===== config.mk =====
export PLATFORM = sky130hd
export DESIGN_NAME = credit_tx
export DESIGN_NICKNAME = d
export VERILOG_FILES = /design/src/rtl/credit_tx.sv
export SDC_FILE = /design/constraint.sdc
export NUM_CORES = 1
export LEC_CHECK = 0
export CAP_MARGIN = 0
export CORE_UTILIZATION = 41
export CTS_BUF_LIST = sky130_fd_sc_hd__clkbuf_16
export DETAILED_ROUTE_END_ITERATION = 8
export GPL_TIMING_DRIVEN = 0
export PLACE_DENSITY = 0.78
export REMOVE_ABC_BUFFERS = 1
export SKIP_LAST_GASP = 1
export SLEW_MARGIN = 10
export SYNTH_ARGS = -nofsm -noshare
export SYNTH_HDL_FRONTEND = slang
export SYNTH_SLANG_ARGS = --single-unit

===== constraint.sdc =====
create_clock -name clk -period 1.9 [get_ports clk]
set_input_delay 0.38 -clock clk [delete_from_list [all_inputs] [get_ports clk]]
set_output_delay 0.38 -clock clk [all_outputs]
set_load 0.01 [all_outputs]

===== src/rtl/credit_tx.sv =====
`default_nettype none
// ============================================================================
// Module      : credit_tx
// Description : Credit-based link transmitter. Accepts flits from an upstream
//               valid/ready source and forwards them onto a link that has no
//               backpressure. Each flit sent consumes one receiver credit, and
//               each credit_return pulse gives one credit back. A flush drains
//               the link until every credit has been returned.
// Ports       :
//   clk, rst          - single clock; synchronous active-high reset
//   s_valid/s_ready   - upstream handshake; s_data is the flit payload
//   link_valid        - one-cycle pulse per flit on the link; link_data payload
//   credit_return     - one credit returned per high cycle
//   credit_init       - loads MAX_CREDIT credits and enables the link
//   flush_req         - level; hold off new traffic until all credits return
//   credits           - current credit count
//   idle              - all credits home and the link is active
//   overflow_err      - sticky; a credit came back while already full
// Revision    : 1.0 - initial release
// ============================================================================
module credit_tx #(
  parameter int DATA_W     = 32,
  parameter int MAX_CREDIT = 8,
  parameter int CNT_W      = $clog2(MAX_CREDIT + 1)
) (
  input  logic              clk,
  input  logic              rst,
  input  logic              s_valid,
  output logic              s_ready,
  input  logic [DATA_W-1:0] s_data,
  output logic              link_valid,
  output logic [DATA_W-1:0] link_data,
  input  logic              credit_return,
  input  logic              credit_init,
  input  logic              flush_req,
  output logic [CNT_W-1:0]  credits,
  output logic              idle,
  output logic              overflow_err
);

  localparam logic [1:0] c_S_INIT   = 2'd0;
  localparam logic [1:0] c_S_ACTIVE = 2'd1;
  localparam logic [1:0] c_S_FLUSH  = 2'd2;

  localparam logic [CNT_W-1:0] c_MAX_CREDIT = CNT_W'(MAX_CREDIT);
  localparam logic [CNT_W-1:0] c_ONE        = CNT_W'(1);

  logic [1:0]        r_state;
  logic [CNT_W-1:0]  r_credits;
  logic              r_link_valid;
  logic [DATA_W-1:0] r_link_data;
  logic              r_overflow_err;

  logic w_accept;
  logic w_counting;
  logic w_full;

  assign w_full     = (r_credits == c_MAX_CREDIT);
  assign s_ready    = (r_state == c_S_ACTIVE) && (r_credits != '0);
  assign w_accept   = s_valid && s_ready;
  // Returns are only meaningful once the link has been initialised.
  assign w_counting = (r_state == c_S_ACTIVE) || (r_state == c_S_FLUSH);

  always_ff @(posedge clk) begin
    if (rst) begin
      r_state        <= c_S_INIT;
      r_credits      <= '0;
      r_link_valid   <= 1'b0;
      r_link_data    <= '0;
      r_overflow_err <= 1'b0;
    end else begin
      r_link_valid <= w_accept;
      if (w_accept) begin
        r_link_data <= s_data;
      end

      // Credit accounting: an accept and a return in the same cycle cancel.
      if (w_counting) begin
        if (w_accept && !credit_return) begin
          r_credits <= r_credits - c_ONE;
        end else if (!w_accept && credit_return) begin
          if (w_full) begin
            r_overflow_err <= 1'b1;
          end else begin
            r_credits <= r_credits + c_ONE;
          end
        end
      end

      case (r_state)
        c_S_INIT: begin
          if (credit_init) begin
            r_state   <= c_S_ACTIVE;
            r_credits <= c_MAX_CREDIT;
          end
        end
        c_S_ACTIVE: begin
          if (flush_req) begin
            r_state <= c_S_FLUSH;
          end
        end
        c_S_FLUSH: begin
          // Leave only once the drain is complete and nobody still wants it.
          if (w_full && !flush_req) begin
            r_state <= c_S_ACTIVE;
          end
        end
        default: begin
          r_state <= c_S_INIT;
        end
      endcase
    end
  end

  assign link_valid   = r_link_valid;
  assign link_data    = r_link_data;
  assign credits      = r_credits;
  assign overflow_err = r_overflow_err;
  assign idle         = (r_state == c_S_ACTIVE) && w_full;

endmodule
`default_nettype wire


==> results.yml <==
placed_design:
  place_congestion: 0.8224
  place_ws_ns: -0.3143
  placed_cell_area_mm2: 0.002512
  place_inst: 331
  dp_hpwl_um: 2814
  numPortBuffers: 77
floorplan:
  ios: 78
  die_w_um: 67.25
  rows: 23
  core_area_mm2: 0.004058
  die-area_mm2: 0.004522
  start_util_pct: 43.02
  dieHeight_um: 67.25
final_layout:
  final_cells: 351
  utilization_pct: 69.13
  final_area_mm2: 0.002805
  final_nets: 345
  area_growth_pct: 60.72
  drive_gt1_share_pct: 12.29
  antenna_cells: 0
drt:
  drt-initial-drc-count: 105
  wl_met3_um: 334
  wl_met1_um: 2041
  routed_wl_um: 4543
  routed.top_layer: "met4"
  drc: 0
  met2_wirelength_um: 2151
  wl_per_cell_um: 12.94
  vias: 1734
  vias_per_cell: 4.940
  ant_nets: 0
  first_pass_iters: 4
clock_network:
  clk_latency_ns: 0.27
  cts_made_buffers: 5
  cts_root_buf: "clkbuf_16"
  clkTransAtPathRegs_ns: 0.06
  tritoncts: "done"
  htree_num_levels: 2
  clkSinkCount: 40
  cts_max_path_buffers: 2
global_routing:
  grt_pass1_wl_um: 7100
  grt_usage_pct: 20.89
  antenna_found_initial: 0
  grt_max_degree: 40
  grt-ovfl-total: 0
  grt_pass1_vias: 1565
sta:
  slew_viol_final: 0
  finalSetupTns_ns: 0
  worst_pin_slew_ns: 0.7120
  finalClockSkew_ns: 0.003618
  rsz0062_at_grt: "true"
  hold_viol: 0
  fin_crit_sh_pct: 98.91
  hold_ws_ns: 0.4512
  finalSetupViolations: 0
  slew_headroom_pct: 52.53
  min_period_ns: 1.879
  fmax_ghz: 0.5321
  setup_ws_ns: 0.02077
critical_path:
  crit_path_end_kind: "output port"
  critPathLaunchType: "register"
  cp_max_fo: 6
  criticalPathCategory: "reg2out"
  cp.arrival_ns: 1.50
  r2r_slack_ns: 0.08
  worstPathRequired_ns: 1.52
logic_synthesis:
  synth_seq_cells: 40
  yosysTopAreaCellShare_pct: 45.88
  synthFlopType: "dfxtp_1"
  syn_avg_cell_area_um2: 8.081
  synthCells: 216
  synth_area_leaders: "dfxtp_1 (46%), nand2_1 (15%), a21oi_1 (10%), ha_1 (5.0%), inv_1 (1.7%)"
  yosysTopAreaCell: "dfxtp_1"
  synthArstFlopShare_pct: 0
  yosysMostFrequentCell: "nand2_1"
  synth_cell_type_count: 38
  synth_commonest_cells: "nand2_1 (72), dfxtp_1 (40), a21oi_1 (35)"
  ys_warn_count: 0
  synth_edf_count: 0
  syn_area_mm2: 0.001745
  ys_seq_area_share_pct: 45.88
run:
  drv_cap: 0
power:
  max-vdd-ir-drop_uv: 604.3
  cellPowerDensity_mw_per_mm2: 978.3
  leakage_nw: 1.008
  power_mw: 2.744
run_status:
  status: "finished, final reports clean"
worst_hold_path:
  hp-class: "reg2reg"
## cells by family after synthesis
logic type | synth area share [%]
AOI/OAI and AO/OA | 16.34
adders and majority gates | 5.018
buffers and inverters | 5.663
DFF | 45.88
muxes | 1.147
and+or+nand+nor | 25.95
## final cells by class
| cell class | count | area [um^2] |
|---|---|---|
| sequential | 40 | 808.3 |
| clock buffer | 5 | 125.1 |
| timing repair buffer | 88 | 853.3 |
| clock inverter | 3 | 17.52 |
| tap | 50 | 62.56 |
| multi-input combinational | 157 | 905.9 |
| inverter | 8 | 32.53 |
| fill | 328 | 1252 |
## worst paths after layout
check                              from                         end  cells after the start
max               credits[0]$_SDFF_PP0_                     s_ready                      5
max reg2reg     r_state[1]$_SDFFE_PP0P_       credits[1]$_SDFF_PP0_                      6
min          link_data[16]$_SDFFE_PP0N_  link_data[16]$_SDFFE_PP0N_                      2
min reg2reg  link_data[16]$_SDFFE_PP0N_  link_data[16]$_SDFFE_PP0N_                      2
## flip-flops by register name (all words and copies together), names as in the netlist
signal and cells:
credits 4, link_data 32, link_valid 1, overflow_err 1, r_state 2
## what timing repair did
item                       in CTS  in global routing
cloned                          1                  0
setup endpoints to repair      35                 16
resized for setup              13                 10
pin swaps                       1                  2
setup buffers                   4                  7
hold buffers                    0                  0
## report_power, final
group	internal, mW	switching (mW)	total [mW]
clock	0.483	0.317	0.800
sequential	0.914	0.0684	0.983
combinational	0.477	0.484	0.961
total	1.87	0.869	2.74
## critical path, cell delays in order, from the launching register on
cell and delay, ns:
dfxtp_4 0.36, inv_2 0.07, ha_4 0.13, or3b_4 0.38, and2_1 0.16, clkbuf_2 0.12
## metal layers
layer,up-vias,global-route usage (%)
met5,-,0
met4,0,4.521
met3,2,7.432
met2,62,35.50
met1,779,25.13
li1,891,-
## layout by cell type (no fill, tap or decap), drive strengths merged
cell           instances
buf                   12
nor3                   3
nor2                   7
and2                   3
nand3                  1
or3b                   1
nand4bb                1
o211ai                 1
a21oi                 35
a41oi                  1
clkdlybuf4s50         73
nor2b                  1
o31ai                  1
dfxtp                 40
o221ai                 1
nand4                  2
o21ai                  3
or4                    2
a32oi                  1
dlymetal6s2s           1
ha                     7
clkinv                 2
nor3b                  2
clkbuf                 7
nand2                 73
and4bb                 1
a211oi                 2
o2111ai                1
and3b                  1
a222oi                 1
nand4b                 1
mux2i                  2
o21a                   2
inv                    9
Note: power is estimated with default switching activity, not from simulation.
